### src/rtl/cpu_dbg_pkg.sv
// Shared definitions for the register-bank debug controller.
// Holds the controller state encoding and the default data/address widths,
// which must match the 16x16-bit register bank of the CPU.
package cpu_dbg_pkg;

    localparam int DATA_W_DEF = 16;
    localparam int ADDR_W_DEF = 4;
    localparam int NREGS_DEF  = 16;

    typedef enum logic [1:0] {
        ST_RUN    = 2'd0,
        ST_HALTED = 2'd1,
        ST_DUMP   = 2'd2
    } dbg_state_e;

    // The CPU is frozen in every state other than RUN.
    function automatic logic is_stalled(input dbg_state_e st);
        return (st != ST_RUN);
    endfunction

endpackage

### src/rtl/dbg_dump_stream.sv
// Register dump streamer.
// Walks the dump index 0..NREGS-1, presenting it as the bank read address,
// and captures each read word into a valid/ready output holding register.
// Ports:
//   clk, reset       clock and asynchronous active-high reset
//   start            restart the dump at index 0 (entry into DUMP)
//   active           controller is in DUMP; loads are allowed
//   rd_data          bank read port 1 data for rd_addr
//   rd_addr          current dump index, drives bank read port 1 in DUMP
//   out_valid/ready  output handshake
//   out_data/idx     dumped word and its register index
//   dump_done        one-cycle pulse after the last word is accepted
//   last_hs          combinational: last word is being accepted this cycle
module dbg_dump_stream
    import cpu_dbg_pkg::*;
#(
    parameter int DATA_W = DATA_W_DEF,
    parameter int ADDR_W = ADDR_W_DEF,
    parameter int NREGS  = NREGS_DEF
) (
    input  logic              clk,
    input  logic              reset,
    input  logic              start,
    input  logic              active,
    input  logic [DATA_W-1:0] rd_data,
    output logic [ADDR_W-1:0] rd_addr,
    output logic              out_valid,
    input  logic              out_ready,
    output logic [DATA_W-1:0] out_data,
    output logic [ADDR_W-1:0] out_idx,
    output logic              dump_done,
    output logic              last_hs
);

    localparam logic [ADDR_W-1:0] LAST_IDX = ADDR_W'(NREGS - 1);

    logic [ADDR_W-1:0] idx_r;
    logic              all_loaded_r;
    logic              out_valid_r;
    logic [DATA_W-1:0] out_data_r;
    logic [ADDR_W-1:0] out_idx_r;
    logic              dump_done_r;
    logic              load_s;
    logic              last_hs_s;

    // Load when the holding register is empty or being drained this cycle;
    // all_loaded_r stops the index at NREGS-1 instead of wrapping.
    always_comb begin
        load_s    = 1'b0;
        last_hs_s = 1'b0;
        if (active) begin
            load_s    = !all_loaded_r && (!out_valid_r || out_ready);
            last_hs_s = all_loaded_r && out_valid_r && out_ready;
        end else begin
            load_s    = 1'b0;
            last_hs_s = 1'b0;
        end
    end

    // Dump index, holding register and completion pulse.
    always_ff @(posedge clk or posedge reset) begin
        if (reset) begin
            idx_r        <= '0;
            all_loaded_r <= 1'b0;
            out_valid_r  <= 1'b0;
            out_data_r   <= '0;
            out_idx_r    <= '0;
            dump_done_r  <= 1'b0;
        end else begin
            dump_done_r <= last_hs_s;
            if (start) begin
                idx_r        <= '0;
                all_loaded_r <= 1'b0;
                out_valid_r  <= 1'b0;
            end else if (load_s) begin
                out_data_r  <= rd_data;
                out_idx_r   <= idx_r;
                out_valid_r <= 1'b1;
                if (idx_r == LAST_IDX) begin
                    all_loaded_r <= 1'b1;
                end else begin
                    idx_r <= idx_r + {{(ADDR_W-1){1'b0}}, 1'b1};
                end
            end else if (last_hs_s) begin
                out_valid_r <= 1'b0;
            end
        end
    end

    assign rd_addr   = idx_r;
    assign out_valid = out_valid_r;
    assign out_data  = out_data_r;
    assign out_idx   = out_idx_r;
    assign dump_done = dump_done_r;
    assign last_hs   = last_hs_s;

endmodule

### src/rtl/regbank_debug_ctrl.sv
// Debug controller for the CPU's register bank.
// Halts the CPU, hands the bank write port to a debug host while halted,
// and streams a full register dump through a valid/ready interface.
// Ports:
//   clk, reset                   clock and asynchronous active-high reset
//   dbg_halt_req/dbg_resume      halt and release requests
//   dump_start                   start a register dump (while halted)
//   host_we/wa/wd                debug host write port
//   cpu_we/wa/wd, cpu_ra1        CPU write-back and read port 1 address
//   rf_rd1                       bank read port 1 data
//   rf_we/wa/wd, rf_ra1          muxed bank write port and read address
//   cpu_stall, halted            registered CPU freeze / halted status
//   out_valid/ready/data/idx     dump stream
//   dump_done                    pulse after the last dump word is accepted
module regbank_debug_ctrl
    import cpu_dbg_pkg::*;
#(
    parameter int DATA_W = DATA_W_DEF,
    parameter int ADDR_W = ADDR_W_DEF,
    parameter int NREGS  = NREGS_DEF
) (
    input  logic              clk,
    input  logic              reset,
    input  logic              dbg_halt_req,
    input  logic              dbg_resume,
    input  logic              dump_start,
    input  logic              host_we,
    input  logic [ADDR_W-1:0] host_wa,
    input  logic [DATA_W-1:0] host_wd,
    input  logic              cpu_we,
    input  logic [ADDR_W-1:0] cpu_wa,
    input  logic [DATA_W-1:0] cpu_wd,
    input  logic [ADDR_W-1:0] cpu_ra1,
    input  logic [DATA_W-1:0] rf_rd1,
    output logic              rf_we,
    output logic [ADDR_W-1:0] rf_wa,
    output logic [DATA_W-1:0] rf_wd,
    output logic [ADDR_W-1:0] rf_ra1,
    output logic              cpu_stall,
    output logic              halted,
    output logic              out_valid,
    input  logic              out_ready,
    output logic [DATA_W-1:0] out_data,
    output logic [ADDR_W-1:0] out_idx,
    output logic              dump_done
);

    dbg_state_e        state_r;
    dbg_state_e        state_nxt_s;
    logic              cpu_stall_r;
    logic              halted_r;
    logic              start_s;
    logic              active_s;
    logic              last_hs_s;
    logic [ADDR_W-1:0] dump_addr_s;

    assign start_s  = (state_r == ST_HALTED) && dump_start;
    assign active_s = (state_r == ST_DUMP);

    dbg_dump_stream #(
        .DATA_W (DATA_W),
        .ADDR_W (ADDR_W),
        .NREGS  (NREGS)
    ) u_dump (
        .clk       (clk),
        .reset     (reset),
        .start     (start_s),
        .active    (active_s),
        .rd_data   (rf_rd1),
        .rd_addr   (dump_addr_s),
        .out_valid (out_valid),
        .out_ready (out_ready),
        .out_data  (out_data),
        .out_idx   (out_idx),
        .dump_done (dump_done),
        .last_hs   (last_hs_s)
    );

    // Next-state logic; dump_start wins over dbg_resume, and resume is
    // not remembered while a dump is running.
    always_comb begin
        state_nxt_s = state_r;
        case (state_r)
            ST_RUN: begin
                if (dbg_halt_req) begin
                    state_nxt_s = ST_HALTED;
                end else begin
                    state_nxt_s = ST_RUN;
                end
            end
            ST_HALTED: begin
                if (dump_start) begin
                    state_nxt_s = ST_DUMP;
                end else if (dbg_resume) begin
                    state_nxt_s = ST_RUN;
                end else begin
                    state_nxt_s = ST_HALTED;
                end
            end
            ST_DUMP: begin
                if (last_hs_s) begin
                    state_nxt_s = ST_HALTED;
                end else begin
                    state_nxt_s = ST_DUMP;
                end
            end
            default: begin
                state_nxt_s = ST_RUN;
            end
        endcase
    end

    // Bank port muxes: CPU in RUN, host while halted, dump walker in DUMP.
    // The CPU write sampled in the halting cycle still goes through because
    // the mux follows the current state, not the next one.
    always_comb begin
        rf_we  = cpu_we;
        rf_wa  = cpu_wa;
        rf_wd  = cpu_wd;
        rf_ra1 = cpu_ra1;
        case (state_r)
            ST_RUN: begin
                rf_we  = cpu_we;
                rf_wa  = cpu_wa;
                rf_wd  = cpu_wd;
                rf_ra1 = cpu_ra1;
            end
            ST_HALTED: begin
                rf_we  = host_we;
                rf_wa  = host_wa;
                rf_wd  = host_wd;
                rf_ra1 = cpu_ra1;
            end
            ST_DUMP: begin
                rf_we  = 1'b0;
                rf_wa  = host_wa;
                rf_wd  = host_wd;
                rf_ra1 = dump_addr_s;
            end
            default: begin
                rf_we  = 1'b0;
                rf_wa  = cpu_wa;
                rf_wd  = cpu_wd;
                rf_ra1 = cpu_ra1;
            end
        endcase
    end

    // State register with registered stall/halted status taken from the
    // next state so they change on the same edge as the state.
    always_ff @(posedge clk or posedge reset) begin
        if (reset) begin
            state_r     <= ST_RUN;
            cpu_stall_r <= 1'b0;
            halted_r    <= 1'b0;
        end else begin
            state_r     <= state_nxt_s;
            cpu_stall_r <= is_stalled(state_nxt_s);
            halted_r    <= is_stalled(state_nxt_s);
        end
    end

    assign cpu_stall = cpu_stall_r;
    assign halted    = halted_r;

endmodule

### config.mk
export PLATFORM = sky130hd
export DESIGN_NAME = regbank_debug_ctrl
export DESIGN_NICKNAME = d
export VERILOG_FILES = /design/src/rtl/cpu_dbg_pkg.sv /design/src/rtl/dbg_dump_stream.sv /design/src/rtl/regbank_debug_ctrl.sv
export SDC_FILE = /design/constraint.sdc
export NUM_CORES = 1
export LEC_CHECK = 0
export ABC_AREA = 1
export BUFFER_PORTS_ARGS = -buffer_cell sky130_fd_sc_hd__buf_2
export CAP_MARGIN = 20
export CORE_ASPECT_RATIO = 0.9
export CORE_MARGIN = 2
export CORE_UTILIZATION = 40
export DETAILED_ROUTE_END_ITERATION = 16
export GPL_TIMING_DRIVEN = 1
export PLACE_DENSITY = 0.91
export SETUP_SLACK_MARGIN = 0.15
export SLEW_MARGIN = 15
export SYNTH_ARGS = -nofsm -noshare
export SYNTH_HDL_FRONTEND = slang
export SYNTH_SLANG_ARGS = --single-unit
### constraint.sdc
create_clock -name clk -period 2.1 [get_ports clk]
set_input_delay 0.105 -clock clk [delete_from_list [all_inputs] [get_ports clk]]
set_output_delay 0.105 -clock clk [all_outputs]
set_load 0.05 [all_outputs]
# [Word level (Yosys, flattened, before mapping)]
# Index checks and enable logic that the tools add are counted.
[totals] reg_bits=30 elab_cells=50
[op_classes] mux=20 n_eq_ne=4 add_sub_neg=1 reduce_logical=16 bitwise=1
[op_table] op="2-to-1 mux 4 bit" n=5
[op_table] op="2-to-1 mux 16 bit" n=1
[op_table] op="2-to-1 mux 1 bit" n=10
[op_table] op="one-hot mux 2 bit (3 select lines)" n=1
[op_table] op="AND reduction 2 bit" n=3
[op_table] op="nonzero test 2 bit" n=3
[op_table] op="adder 4 x 1 -> 4 bit, second input constant" n=1
[op_table] op="equality test 4 bit, second input constant" n=1
[op_table] op="logical AND 1 bit" n=4
[op_table] op="2-to-1 mux 2 bit" n=2
[op_table] op="nonzero test 3 bit" n=1
[op_table] op="equality test 2 x 1 -> 1 bit, second input constant" n=1
[op_table] op="equality test 2 bit, second input constant" n=1
[op_table] op="zero test 1 bit" n=2
[op_table] op="zero test 2 bit" n=1
[op_table] op="!= test 2 bit, second input constant" n=1
[op_table] op="one-hot mux 1 bit (2 select lines)" n=1
[op_table] op="OR reduction 2 bit" n=1
[op_table] op="logical OR 1 bit" n=1
[op_table] op="inverter 1 bit" n=1

# [Longest topological paths before layout]
# Gate-level depths: netlist (run 1).
[depth] depth_word=6 depth_mapped=9 depth_no_buf=8

# [By module]
# From an unflattened synthesis (run 1), not the netlist that was laid out.
[unflattened] hier_cells=196 area_unflattened_um2=1759.2
[modules_own_cells] module="dbg_dump_stream" cells_per_inst=129 area_each_um2=1149.9 n_inst=1
[modules_own_cells] module="regbank_debug_ctrl" cells_per_inst=67 area_each_um2=609.3 n_inst=1

# [Worst setup path before layout (run 1)]
# Ideal clock, no wire load.
[synth_timing] kind="register -> output" startpoint="reg state_r[0]" endpoint="out rf_ra1[0]" setup_slack_ps=149 path_buffers=0 path_stages_with_launch=5 required_ps=1995 t_arrival_ps=1846 path_cell_list="dfrtp_1 inv_1 ha_1 inv_2 o21ai_0"
[synth_between] elab_chain_cells=2
[synth_lines] item="from (decl)" line="regbank_debug_ctrl.sv:48" rtl="dbg_state_e state_r;"
[synth_lines] item="from (signal assigned)" line="regbank_debug_ctrl.sv:157" rtl="state_r <= state_nxt_s;"
[synth_lines] item="equality test 2 bit" line="regbank_debug_ctrl.sv:121" rtl="case (state_r)"
[synth_lines] item="2-to-1 mux 4 bit" line="regbank_debug_ctrl.sv:121"
[synth_lines] item="to (decl)" line="regbank_debug_ctrl.sv:38" rtl="output logic [ADDR_W-1:0] rf_ra1,"
# No other way between the ends.

# [Worst setup path after layout (run 1)]
[layout_timing] startpoint="reg state_r[1]" endpoint="out rf_wd[6]"
[layout_between] elab_chain_cells=3 elab_cells_between_ends=4 classes_between="2 x eq/ne; 1 x mux; 1 x reduce/logical"
[layout_lines] item="equality test 2 bit or equality test 2 x 1 -> 1 bit (tied branches)" line="regbank_debug_ctrl.sv:121"
[layout_lines] item="OR reduction 2 bit (no line) *"
[layout_lines] item="2-to-1 mux 16 bit *" line="regbank_debug_ctrl.sv:121"
[layout_lines] item="to (decl)" line="regbank_debug_ctrl.sv:37" rtl="output logic [DATA_W-1:0] rf_wd,"
# Mark *: on every way between the ends. The rest lies on a longest branch, timed or not.

==> run metrics, run 1 <==
worst ir drop on vdd 1.251 mV; worst relative slew slack 75.58%; EDFF count, synth 0; post-synthesis cell type count 22; flop-to-flop setup slack 0.58 ns; area share of xor/xnor cells in the synthesized design 0.5439%; post-route minimum period 1.869 ns; Filler Cells Inserted 329; count of final hold-check violations 0; total congestion overflow after global routing 0; crit path launch type flop; Floorplan Core Area 0.003784 mm²; combinational family with the most area after synthesis simple AND/OR/NAND/NOR gates; core occupancy in the finished layout 61.61%; worst-case clock buffer depth 2; endpoint arrival time on the critical path 1.76 ns; standard cell area after detailed placement 0.002215 mm²; leak pwr 1.384 nW; number of cells traversed by the worst register-to-register path 8; Setup-failing EPs final 0; reg-to-reg critical path startpoint state_r[0]$_DFF_PP0_; Final Slew Violations 0; critical path capture point type output pin; Synth Net Count 254; proportion of netlist area held by the largest area contributor 46.62%; PortBufs 116; number of DRC markers in iteration 0 72; worst hold margin 0.01656 ns; register area share after synthesis 46.62%; clock tree root buffer cell clkbuf_8; prevailing post-synth register cell dfrtp_1; simple-gate portion of the synthesized area 24.55%; Crit Path Max Fanout 20; CTS clock-pin slew for the worst setup and hold paths 0.06 ns; H-tree levels 2; clock buffers created by TritonCTS 5; Avg Synthesized Cell Area 8.897 µm²; count of inserted antenna diode cells 0; wire length of the first global-routing pass 6099 µm; final worst-path setup slack 0.2314 ns; status complete, no violations; vias in the first global route 1485; unrepaired setup endpoints after global routing false; row count 21; Wirelength per Cell 11.15 µm; Async SR Flop Fraction 100.0%; Seq cells post-synth 30; Pre-antenna DRT Iters 4; Worst Setup Slack post-DPL 0.4587 ns; TritonCTS clock tree done; Area Growth Syn to Fin 44.76%; total number of vias 1607; top cells by area, synth dfrtp_1 47%, nand2_1 18%, mux2_2 14%; die outline area 0.004550 mm²; final routed wirelength across all metal layers 3879 µm; Post-Syn Area 0.001610 mm²; maximum number of pins on one net before global-route repair 31; CTS sink count 30; net count reported at finish 374; total negative slack for setup checks 0 ns; maximum clock rate 535.1 MHz; max-cap viol count 0; worst setup path startpoint state_r[1]$_DFF_PP0_; horizontal die dimension 70.88 µm; Crit path required time 2.00 ns; commonest non-fill, non-tap cell in the layout buf_2; post-route cell area 0.002331 mm²; detailed-route DRC error count 0; final critical-path share of the clock period 88.98%; clk_lat worst skew 0.28 ns; Worst Setup Path Type flop to output pin; antenna-violating nets left 0; post-synthesis instance total 181; Syn. warnings 0; antenna violations before repair 0; ratio of cells with drive above 1 in the final layout 50.33%; overall routing resource usage 17.10%; via density per instance 4.618; height of the die 64.19 µm; Detailed Place HPWL 3038 µm; Worst Max-Slew Pin Slew 0.3663 ns; Hold Path Class input port to flop; power per cell area 1881 mW/mm²; Initial Util 42.56%; Boundary Pins 117; post-route clock skew 0.005394 ns; destination of the worst register-to-register timing path u_dump.rd_addr[2]$_DFFE_PP0P_; multiplexer area fraction after synthesis 13.99%; global placement routability congestion 0.8168; compound-cell area share of the yosys netlist 3.574%; end point of the critical path rf_wd[6]; most used cells in the layout excluding fill and tap cells 115 x buf_2, 76 x nand2_1, 30 x dfrtp_1; adder-cell share of the synthesized area 3.885%; post-synthesis cell type with the largest combined area dfrtp_1
[logic make-up (layout without fill, tap and decap cells)]
group	Yosys count	after routing
and+or+nand+nor	94	94
DFF	30	30
buffers and inverters	21	142
muxes	20	20
AOI/OAI and AO/OA	10	10
adders and majority gates	5	5
xor gates and xnor gates	1	1
[state kept, by name (all words and copies together), names as in the netlist]
register	count
u_dump.out_data	16
u_dump.out_idx	4
halted	1
u_dump.all_loaded_r	1
u_dump.out_valid	1
u_dump.rd_addr	4
state_r	2
u_dump.dump_done	1
[per-stage QoR]
stage	total power, mW	cells
finish	4.384	348
global route	4.640	348
CTS	4.382	348
detailed placement	3.885	339
global placement	3.835	339
floorplan	3.336	181
[critical path, cell delays in order (launching register included)]
cell     delay (ns)
dfrtp_1        0.37
inv_1          0.07
ha_1           0.32
buf_12         0.16
mux2_2         0.35
buf_2          0.21
[final cells by class]
cell class,instances,area (µm²),area share [%]
inverter,14,53.80,2.308
clock buffer,7,86.33,3.704
multi-input combinational,130,749.5,32.15
tap,46,57.56,2.469
sequential,30,750.7,32.21
clock inverter,1,5.005,0.2147
timing repair buffer,120,628.1,26.95
[power by group]
part,leakage [nW],total (mW),switching [mW],internal (mW)
clock,0.0482,0.462,0.199,0.263
combinational,0.950,2.96,2.14,0.820
sequential,0.385,0.965,0.151,0.813
[worst min-delay path by stage]
| stage | start | to | slack (ns) | depth (start not counted) |
|---|---|---|---|---|
| final | rf_rd1[9] | u_dump.out_data[9]$_DFFE_PP0P_ | 0.02 | 3 |
| after global routing | rf_rd1[9] | u_dump.out_data[9]$_DFFE_PP0P_ | 0.02 | 3 |
| after CTS | rf_rd1[9] | u_dump.out_data[9]$_DFFE_PP0P_ | 0.009 | 3 |
| after detailed placement | reset | u_dump.out_data[9]$_DFFE_PP0P_ | 0.20 | 3 |
| after global placement | reset | u_dump.out_data[13]$_DFFE_PP0P_ | 0.19 | 3 |
| after floorplan | reset | halted$_DFF_PP0_ | 0.20 | 1 |
[Yosys cell counts (2+ instances only)]
cell type	number
inv_1	12
buf_6	3
nand3_1	11
o21ai_1	2
dfrtp_1	30
nand2_1	76
mux2_2	20
ha_1	5
nor2_1	2
o21ai_0	5
buf_2	3
nand4_1	2
[metal layers]
layer	share of wire, %	vias up	routed length, µm	track usage (%)
met3	6.4	5	247	4.890
met4	1.2	0	47	6.840
li1	-	813	-	-
met2	51	60	1971	29.32
met5	0	-	0	0
met1	42	729	1612	20.12
[timing repair]
| action | 4_1_cts | 5_1_grt |
|---|---|---|
| endpoints found under the hold margin | 30 | 0 |
| resized for setup | 1 | 4 |
| hold buffers | 1 | 0 |
| setup endpoints to repair | 1 | 16 |
| buffers inserted | 0 | 0 |
Power figures use the tool's default switching activity.
==> inputs of run 2 (changes only) <==
CORE_MARGIN = default   (was 2)
SLEW_MARGIN = 20   (was 15)
==> run 2 against run 1 <==
Against the previous run:
- critical endpoint is now rf_wa[1]
- utilization decreased by 0.20 points
- critical path type unchanged
- largest power group unchanged
- largest cell class unchanged
- fmax about the same
- sequential share of layout area up 0.10 points
==> run metrics, run 2 (same netlist as run 1, synthesis figures left out) <==
CTS sink count 30 (unchanged); part of the power in combinational logic 67.1% (-0.3 points); total number of vias 1607 (unchanged); Crit Path Max Fanout 10 (-50%); standard cell area after detailed placement 0.002222 mm² (+0.34%); worst relative slew slack 75.60% (about the same); final routed wirelength across all metal layers 3756 µm (-3.2%); horizontal die dimension 68.88 µm (-2.8%); Initial Util 42.56% (unchanged); total congestion overflow after global routing 0 (unchanged); ratio of cells with drive above 1 in the final layout 50.50% (+0.16 points); detailed-route DRC error count 0 (unchanged); Floorplan Core Area 0.003784 mm² (unchanged); category of cells accounting for the largest share of critical-path delay buffers and inverters; most used cells in the layout excluding fill and tap cells 116 x buf_2, 76 x nand2_1, 30 x dfrtp_1; crit path launch type flop; count of final hold-check violations 0 (unchanged); Worst path slowest cell dfrtp_1; count of cells resized by post-cts repair 0 (-1); Area Growth Syn to Fin 44.29%; post-route minimum period 1.869 ns (+0.0001550 ns); cell count after placement 340 (+0.29%); critical path capture point type output pin; Boundary Pins 117 (unchanged); total negative slack for setup checks 0 ns (unchanged); Tot Pwr 4.354 mW (-0.70%); clock buffers created by TritonCTS 5 (unchanged); clk_lat worst skew 0.27 ns (about the same); unrepaired setup endpoints after global routing true; PortBufs 116 (unchanged); reported net switching power 2.486 mW (about the same); Hold Path Class input port to flop; clock tree root buffer cell clkbuf_8; Crit path required time 2.00 ns (about the same); post-route clock skew 0.002972 ns (-0.002422 ns); Crit path buffers/inverters 3 (unchanged); Non-Filler Instances 349 (+0.29%); height of the die 62.19 µm (-3.1%); via density per instance 4.605 (-0.29%); endpoint arrival time on the critical path 1.76 ns (about the same); antenna-violating nets left 0 (unchanged); Setup-failing EPs final 0 (unchanged); Worst Max-Slew Pin Slew 0.3660 ns (-0.0003353 ns); area of the multi-input gates 749.5 µm² (unchanged); power per cell area 1874 mW/mm² (-0.38%); wire length of the first global-routing pass 6154 µm (+0.90%); final critical-path share of the clock period 88.99% (about the same); antenna violations before repair 0 (unchanged); die outline area 0.004284 mm² (-5.8%); TritonCTS clock tree done; vias in the first global route 1445 (-2.7%); relative contribution of the clock network to total power 10.7% (+0.2 points); post-route cell area 0.002323 mm² (-0.32%); max-cap viol count 0 (unchanged); internal power 1.867 mW (-1.5%); ordered list of cells on the worst path inv_1 > ha_1 > buf_4 > mux2_2 > buf_2; global placement routability congestion 0.7993 (-2.1%); number of DRC markers in iteration 0 60 (-17%); worst ir drop on vdd 1.389 mV (+11%); status complete, no violations; switching part of the total 57.11% (+0.37 points); count of inserted antenna diode cells 0 (unchanged); leak pwr 1.384 nW (about the same); post-CTS setup repair buffer count 0 (unchanged); CTS clock-pin slew for the worst setup and hold paths 0.06 ns (about the same); Filler Cells Inserted 329 (unchanged); maximum clock rate 535.1 MHz (about the same); commonest non-fill, non-tap cell in the layout buf_2; number of flip-flops in the largest register 16 (unchanged); peak per-stage delay on the critical path 0.38 ns (about the same); net count reported at finish 375 (+0.27%); worst-case clock buffer depth 2 (unchanged); Final Slew Violations 0 (unchanged); row count 21 (unchanged); Worst Setup Path Type flop to output pin; maximum number of pins on one net before global-route repair 31 (unchanged); Wirelength per Cell 10.76 µm (-3.4%); area taken by flip-flops and latches 750.7 µm² (unchanged); Detailed Place HPWL 2975 µm (-2.1%); Seq pwr share 22.2% (+0.2 points); Pre-antenna DRT Iters 4 (unchanged); H-tree levels 2 (unchanged); overall routing resource usage 19.07% (+2.0 points)
==> run 2: changes by cell type in the layout (fill, tap and decap cells not counted) <==
cell,before,now
buf_12,1,0
buf_2,115,116
buf_4,3,4
==> run 2: metal layers <==
layer / vias to the layer above / global-route usage (%) / share of wire (%)
met5: - / 0 / 0
met4: 0 / 6.888 / 1.0
met3: 5 / 5.882 / 5.4
met2: 60 / 30.70 / 50
li1: 819 / - / -
met1: 723 / 23.47 / 44
==> run 2: layout make-up <==
type                    instances  share of cell area (%)
multi-input cells             130                   32.26
inverters                      14                   2.316
clock inverters                 1                  0.2154
repair buffers                121                   26.71
flip-flops and latches         30                   32.31
well taps                      46                   2.477
clock buffers                   7                   3.716
==> run 2: per-stage QoR <==
stage | hold slack (ns) | utilization [%] | setup WS [ns]
final | 0.02203 | 61.41 | 0.2312
after global routing | 0.01366 | 61.41 | 0.1254
after CTS | 0.01591 | 61.41 | 0.2173
after detailed placement | 0.1957 | 58.73 | 0.5217
after global placement | 0.1939 | 58.73 | 0.5705
after floorplan | 0.1958 | - | 0.1495
==> run 2: path summary, 6_finish.rpt <==
kind | end | start | slack, ns | cells after the start
hold reg to reg | u_dump.out_data[12]$_DFFE_PP0P_ | u_dump.out_data[12]$_DFFE_PP0P_ | 0.47 | 2
setup / recovery | rf_wa[1] | state_r[0]$_DFF_PP0_ | 0.23 | 5
min in group asynchronous | u_dump.out_data[8]$_DFFE_PP0P_ | reset | 0.44 | 4
setup reg to reg | u_dump.out_idx[2]$_DFFE_PP0P_ | state_r[0]$_DFF_PP0_ | 0.54 | 8
hold / removal | u_dump.out_data[9]$_DFFE_PP0P_ | rf_rd1[9] | 0.02 | 3
max in group asynchronous | u_dump.out_idx[3]$_DFFE_PP0P_ | reset | 1.39 | 4
==> run 2: timing repair <==
action | in CTS | in global routing
setup endpoints to repair | 0 | 20
hold buffers | 1 | 0
hold endpoints to repair | 30 | 0
==> run 2: power by group through the flow <==
stage / combinational (mW) / sequential [mW] / clock [mW]
2_1_floorplan: 1.73 / 1.60 / 0
3_3_place_gp: 2.88 / 0.964 / 0
3_5_place_dp: 2.94 / 0.973 / 0
4_1_cts: 2.94 / 0.968 / 0.479
5_1_grt: 3.12 / 1.00 / 0.507
6_report: 2.92 / 0.967 / 0.464
==> run 2: worst register-to-register path, cell delays in order (launching register included) <==
cell     delay [ns]
dfrtp_1        0.40
inv_1          0.09
ha_1           0.24
inv_2          0.12
nor2_4         0.13
nand3_4        0.07
buf_4          0.22
nand2_1        0.09
o21ai_0        0.07
